[config.mk]
export PLATFORM = sky130hd
export DESIGN_NAME = mac_accumulate_stage
export DESIGN_NICKNAME = d
export VERILOG_FILES = /design/src/rtl/mac_accumulate_stage.sv
export SDC_FILE = /design/constraint.sdc
export NUM_CORES = 1
export LEC_CHECK = 0
export CAP_MARGIN = 40
export CORE_ASPECT_RATIO = 0.9
export CORE_MARGIN = 1
export CORE_UTILIZATION = 40
export CTS_CLUSTER_SIZE = 25
export DETAILED_ROUTE_END_ITERATION = 16
export GPL_TIMING_DRIVEN = 0
export RECOVER_POWER = 50
export SKIP_CTS_REPAIR_TIMING = 1
export SLEW_MARGIN = 20
export SYNTH_ARGS = -nofsm -noshare
export SYNTH_HDL_FRONTEND = slang
export SYNTH_SLANG_ARGS = --single-unit
[constraint.sdc]
create_clock -name CLK -period 4.8 [get_ports CLK]
set_clock_uncertainty 0.2 [all_clocks]
set_input_delay 0.96 -clock CLK [delete_from_list [all_inputs] [get_ports CLK]]
set_output_delay 0.96 -clock CLK [all_outputs]
set_load 0.005 [all_outputs]
[src/rtl/mac_accumulate_stage.sv]
// Accumulator stage (MREG + PREG) of the DSP slice: loads, adds or subtracts an unsigned product into P.
// Latency: a term captured by stage 1 lands in P/P_VALID on the next enabled edge; one term per cycle.
// Backpressure: none; CE low freezes both stages. Define MAC_PATTERN_DETECT_EN to add PATTERNDETECT.
module mac_accumulate_stage #(
    parameter int M_WIDTH   = 16,
    parameter int P_WIDTH   = 48,
    parameter int CNT_WIDTH = 8
`ifdef MAC_PATTERN_DETECT_EN
    ,
    parameter logic [P_WIDTH-1:0] PATTERN = '0
`endif
) (
    input  logic                 CLK,
    input  logic                 RST,
    input  logic                 CE,
    input  logic [M_WIDTH-1:0]   M,
    input  logic                 M_VALID,
    input  logic                 LOAD,
    input  logic                 SUB,
    output logic [P_WIDTH-1:0]   P,
    output logic                 P_VALID,
    output logic [CNT_WIDTH-1:0] ACC_COUNT,
    output logic                 OVERFLOW
`ifdef MAC_PATTERN_DETECT_EN
    ,
    output logic                 PATTERNDETECT
`endif
);

    typedef struct packed {
        logic [P_WIDTH-1:0] m_dat;
        logic               load;
        logic               sub;
        logic               vld;
    } mreg_t;

    mreg_t                mreg;
    logic [P_WIDTH-1:0]   p_base;
    logic [P_WIDTH:0]     p_ext;
    logic [P_WIDTH-1:0]   p_next;
    logic                 carry;
    logic                 ov_next;
    logic [CNT_WIDTH-1:0] cnt_next;

    // A load is just an accumulate onto zero, so its borrow falls out of the same subtractor.
    always_comb begin
        p_base = mreg.load ? '0 : P;
        if (mreg.sub) begin
            p_ext = {1'b0, p_base} - {1'b0, mreg.m_dat};
        end else begin
            p_ext = {1'b0, p_base} + {1'b0, mreg.m_dat};
        end
        p_next  = p_ext[P_WIDTH-1:0];
        carry   = p_ext[P_WIDTH];
        ov_next = mreg.load ? carry : (OVERFLOW | carry);
        if (mreg.load) begin
            cnt_next = CNT_WIDTH'(1);
        end else if (&ACC_COUNT) begin
            cnt_next = ACC_COUNT;
        end else begin
            cnt_next = ACC_COUNT + CNT_WIDTH'(1);
        end
    end

    always_ff @(posedge CLK or posedge RST) begin
        if (RST) begin
            mreg <= '0;
        end else if (CE) begin
            mreg.m_dat <= P_WIDTH'(M);
            mreg.load  <= LOAD & M_VALID;
            mreg.sub   <= SUB & M_VALID;
            mreg.vld   <= M_VALID;
        end
    end

    always_ff @(posedge CLK or posedge RST) begin
        if (RST) begin
            P         <= '0;
            P_VALID   <= 1'b0;
            ACC_COUNT <= '0;
            OVERFLOW  <= 1'b0;
        end else if (CE) begin
            P_VALID <= mreg.vld;
            if (mreg.vld) begin
                P         <= p_next;
                ACC_COUNT <= cnt_next;
                OVERFLOW  <= ov_next;
            end
        end
    end

`ifdef MAC_PATTERN_DETECT_EN
    always_ff @(posedge CLK or posedge RST) begin
        if (RST) begin
            PATTERNDETECT <= 1'b0;
        end else if (CE && mreg.vld) begin
            PATTERNDETECT <= (p_next == PATTERN);
        end
    end
`endif

endmodule

== After elaboration in Yosys (flattened, before gate mapping) ==
Cells that the tools add are included.

* $add $sub $neg: 3
* Multiply operators: 0
* Divide/modulo/power cells: 0
* Order comparisons: 0
* Equality and inequality tests: 1
* Shifts and indexed selects: 0
* Muxes and demuxes: 5
* Bitwise logic cells: 3
* Reductions and logical operators: 3

{| class="wikitable"
|+ Operators with widths
! kind !! number
|-
| adder 48 x 16 -> 49 bit || 1
|-
| 2-to-1 mux 49 bit || 1
|-
| subtractor 48 x 16 -> 49 bit || 1
|-
| 2-to-1 mux 48 bit || 1
|-
| 2-to-1 mux 8 bit || 2
|-
| adder 8 x 1 -> 8 bit (second input constant) || 1
|-
| AND reduction 8 bit || 1
|-
| AND reduction 3 bit || 1
|-
| bitwise AND 1 bit || 2
|-
| inequality test 2 bit (second input constant) || 1
|-
| AND reduction 2 bit || 1
|-
| 2-to-1 mux 1 bit || 1
|-
| OR 1 bit || 1
|}

* Register bits after elaboration: 77
* Latch bits: 0
* Bits in writable memories: 0
* Bits in read-only memories: 0
* Input port bits: 22
* Output and inout port bits: 58
* Word-level logic and storage cells: 23
* Memories: 0

== Depth between registers and ports, before layout ==
* Depth after elaboration: 5
* Gate-level depth with buffers: 20
* Mapped depth without buffers: 18

== Least setup slack after synthesis ==
OpenSTA, ideal clock, no wires.

* Path kind: register to register
* From: register mreg[10] (netlist name)
* To: register OVERFLOW
* Library setup time: 0.135 ns
* Arrival time: 4.190 ns
* Required time: 4.465 ns
* Setup slack: 0.274 ns
* Stages on the path, launching flop included: 20
* Buffers on the path: 1
* Clock period less this slack: 4.526 ns
* Path through: dfrtp_1 nor3_1 nand2_1 nor4_1 nand2_1 nor3_1 and2_1 buf_2 ha_1 mux2i_1 ha_1 a21oi_1 nor2_1 nor3_1 a211oi_2 o21ai_2 o311ai_4 a31oi_1 xor2_1 o22ai_2

* Cells in the longest elaborated chain, start to end: 4
* Elaborated cells on any way between the ends: 5
* Classes of those cells: add/sub: 2; mux: 2; bitwise: 1

{| class="wikitable"
|+ RTL lines
! what !! RTL line !! source
|-
| start, declared || 37 || <nowiki>mreg_t mreg;</nowiki>
|-
| adder 48 x 16 -> 49 bit / subtractor 48 x 16 -> 49 bit (equally long branches) || 51, 49 ||
|-
| 2-to-1 mux 49 bit * || 48 || <nowiki>if (mreg.sub) begin</nowiki>
|-
| OR 1 bit || 55 || <nowiki>ov_next = mreg.load ? carry : (OVERFLOW | carry);</nowiki>
|-
| 2-to-1 mux 1 bit * || 55 ||
|-
| end signal, assigned || 87 || <nowiki>OVERFLOW <= ov_next;</nowiki>
|-
| end, declared || 23 || <nowiki>output logic OVERFLOW</nowiki>
|}

Every way passes the cells marked *; elsewhere a longest branch is shown, timed or not.
A chain may end at the register's enable or synchronous reset.

== Worst setup path in the final report ==
* From: register mreg[9] (netlist name)
* To: register OVERFLOW

Same word-level chain as after synthesis.

==> flow_metrics.env <==
export IMPL_critPathKind="reg2reg"
export IMPL_dp_hpwl_um=14800
export IMPL_maxCapViolCount=0
export IMPL_cp_max_fo=8
export IMPL_numPortBuffers=79
export IMPL_syn_num_nets=849
export IMPL_synth_top_cells_by_area="dfrtp_1 30%, ha_1 10%, nand2_1 5.4%, a21oi_1 5.0%, nor2b_1 5.0%"
export IMPL_max_freq_mhz=217
export IMPL_p_leak_nw=3.59
export IMPL_cp_start_kind="flip-flop"
export IMPL_grt_overflow_total=0
export IMPL_post_route_min_period_ns=4.61
export IMPL_hold_path_end="P[27]$_DFFE_PP0P_"
export IMPL_hold_ws_ns=0.289
export IMPL_power_share_clock_pct=18.5
export IMPL_hold_violations=0
export IMPL_cts_clk_slew_worst_paths_ns=0.07
export IMPL_area_growth_pct=24.1
export IMPL_finalSetupTns_ns=0
export IMPL_setup_viol=0
export IMPL_final_cell_mix="92 x nand2_1, 77 x dfrtp_1, 62 x o21ai_0, 60 x a21oi_1, 56 x clkdlybuf4s50_1"
export IMPL_arrival_ns=4.65
export IMPL_drive_gt1_share_pct=9.74
export IMPL_p_comb_share_pct=56.1
export IMPL_track_usage_pct=24.3
export IMPL_ant_nets=0
export IMPL_gp_routability_congestion=0.922
export IMPL_min_path_cells=2
export IMPL_ys_warnings_count=0
export IMPL_cp_end_kind="flip-flop"
export IMPL_ys_types=69
export IMPL_p_per_area_mw_per_mm2=536
export IMPL_synthFlopType="dfrtp_1"
export IMPL_antenna_found_initial=0
export IMPL_synth_top_area_cell="dfrtp_1"
export IMPL_wl_per_cell_um=18.0
export IMPL_grt_pass1_wl_um=30700
export IMPL_vias_per_cell=5.65
export IMPL_drt_total_wl_um=19300
export IMPL_hp_class="reg2reg"
export IMPL_pin_count=80
export IMPL_diodes=0
export IMPL_cts_buffers=9
export IMPL_vias=6077
export IMPL_cts_tree="done"
export IMPL_switching_share_pct=41.5
export IMPL_clock_latency_ns=0.36
export IMPL_irDropWorstVdd_v=0.000323
export IMPL_slew_viol_final=0
export IMPL_die_h_um=122
export IMPL_worst_pin_slew_ns=1.32
export IMPL_p_int_mw=2.49
export IMPL_stdcell_count=1075
export IMPL_async_flop_share_pct=100
export IMPL_r2r_end="OVERFLOW$_DFFE_PP0P_"
export IMPL_synth_top_area_share_pct=30.1
export IMPL_grt_pass1_vias=5861
export IMPL_fill_cells=1527
export IMPL_clk_path_buf_depth=2
export IMPL_avgSynthCellArea_um2=8.26
export IMPL_hp_start="P[27]$_DFFE_PP0P_"
export IMPL_drc=0
export IMPL_dr_pass1_iters=5
export IMPL_rows=43
export IMPL_rr_startpoint="mreg[9]$_DFFE_PP0P_"
export IMPL_synth_area_mm2=0.00640
export IMPL_synth_seq_area_share_pct=30.1
export IMPL_p_total_mw=4.26
export IMPL_htreeDepth=3
export IMPL_layout_commonest_cell="nand2_1"
export IMPL_cp_required_ns=4.83
export IMPL_synth_edf_count=0
export IMPL_min_period_over_period_pct=96.1
export IMPL_synth_seq_cells=77
export IMPL_layout_nets=942
export IMPL_clock_sinks=77
export IMPL_root_buffer="clkbuf_16"
export IMPL_dieArea_mm2=0.0165
export IMPL_switchingPower_mw=1.77
export IMPL_drtIter0Drc=376
export IMPL_initial_core_util_pct=41.2
export IMPL_dp_cells=1059
export IMPL_die_w_um=135
export IMPL_netlist_instances=775
export IMPL_worstRegToRegCells=20
export IMPL_slew_headroom_pct=11.8
export IMPL_r2r_slack_ns=0.19
export IMPL_seq_power_share_pct=25.4
export IMPL_outcome="finished, final reports clean"
export IMPL_core_region_area_mm2=0.0155
export IMPL_grt_max_degree=51
Yosys cell counts, types with 7 or more instances:
| master | number |
|---|---|
| nand2_1 | 92 |
| dfrtp_1 | 77 |
| a21oi_1 | 64 |
| o21ai_0 | 62 |
| ha_1 | 51 |
| nor2b_1 | 51 |
| nor2_1 | 40 |
| xnor2_1 | 33 |
| inv_1 | 32 |
| a21o_1 | 29 |
| clkbuf_1 | 28 |
| xor2_1 | 18 |
| nand4_1 | 16 |
| nor3_1 | 16 |
| mux2_2 | 13 |
| nand3_1 | 11 |
| o21a_1 | 11 |
| o21bai_1 | 11 |
| a31o_2 | 8 |
| o31ai_1 | 8 |
| a31oi_1 | 7 |
power groups by stage:
stage | Clock (mW) | Sequential (mW) | Combinational (mW)
5_1_grt | 0.828 | 1.12 | 2.67
3_3_place_gp | 0 | 1.08 | 2.32
4_1_cts | 0.805 | 1.08 | 2.37
3_5_place_dp | 0 | 1.09 | 2.35
6_report | 0.789 | 1.08 | 2.39
2_1_floorplan | 0 | 1.06 | 1.52
stage by stage:
step / utilization [%] / setup WS, ns / area (um2)
2_1_floorplan: - / 0.274 / 6400
3_3_place_gp: 47.9 / -0.835 / 7440
3_5_place_dp: 48.2 / -0.542 / 7500
4_1_cts: 50.3 / -0.577 / 7830
5_1_grt: 51.1 / -0.0322 / 7940
6_report: 51.1 / 0.186 / 7940
registers in the layout (all words and copies together), names as in the netlist:
| signal | cells |
|---|---|
| P | 48 |
| mreg | 19 |
| ACC_COUNT | 8 |
| OVERFLOW | 1 |
| P_VALID | 1 |
area by class of cell:
cell class                      count  area [um2]  share of cell area [%]
Sequential cell                    77        1930                    24.3
Inverter                           32         121                    1.53
Clock inverter                      7         105                    1.32
Buffer                             36         153                    1.92
Timing Repair Buffer               85         837                    10.5
Clock buffer                        9         225                    2.84
Tap cell                          202         253                    3.18
Multi-Input combinational cell    627        4320                    54.4
critical path, stage by stage (launching register included):
cell	delay (ns)
dfrtp_1	0.44
nor3_4	0.25
nand2_1	0.15
nor4_4	0.22
nand2_1	0.14
nor3_2	0.16
buf_4	0.20
and2_1	0.15
buf_2	0.18
ha_1	0.27
mux2i_4	0.20
ha_4	0.21
nand2_1	0.09
a21oi_1	0.15
nor2_1	0.08
a211oi_2	0.41
o21ai_2	0.17
o311ai_4	0.34
a31oi_2	0.15
xor2_1	0.23
o22ai_2	0.11
worst max path at each step:
stage	start	endpoint	slack, ns
2_1_floorplan	mreg[10]$_DFFE_PP0P_	OVERFLOW$_DFFE_PP0P_	0.27
3_3_place_gp	mreg[9]$_DFFE_PP0P_	OVERFLOW$_DFFE_PP0P_	-0.83
3_5_place_dp	mreg[9]$_DFFE_PP0P_	OVERFLOW$_DFFE_PP0P_	-0.54
4_1_cts	mreg[9]$_DFFE_PP0P_	OVERFLOW$_DFFE_PP0P_	-0.58
5_1_grt	mreg[9]$_DFFE_PP0P_	OVERFLOW$_DFFE_PP0P_	-0.03
6_report	mreg[9]$_DFFE_PP0P_	OVERFLOW$_DFFE_PP0P_	0.19
layer usage:
metal | vias up | wire [um] | track usage, %
met5 | - | 0 | 0
met4 | 0 | 451 | 7.44
met3 | 30 | 1090 | 5.41
met2 | 171 | 8600 | 37.8
met1 | 2917 | 9180 | 33.5
li1 | 2959 | - | -
cell families after synthesis:
group	synth area share, %
fa+ha+maj	10.3
flops	30.1
compound gates	25.9
buf+inv	4.42
simple gates	19.8
mux	2.60
xor+xnor	6.98
(Power assumes the default switching activity.)
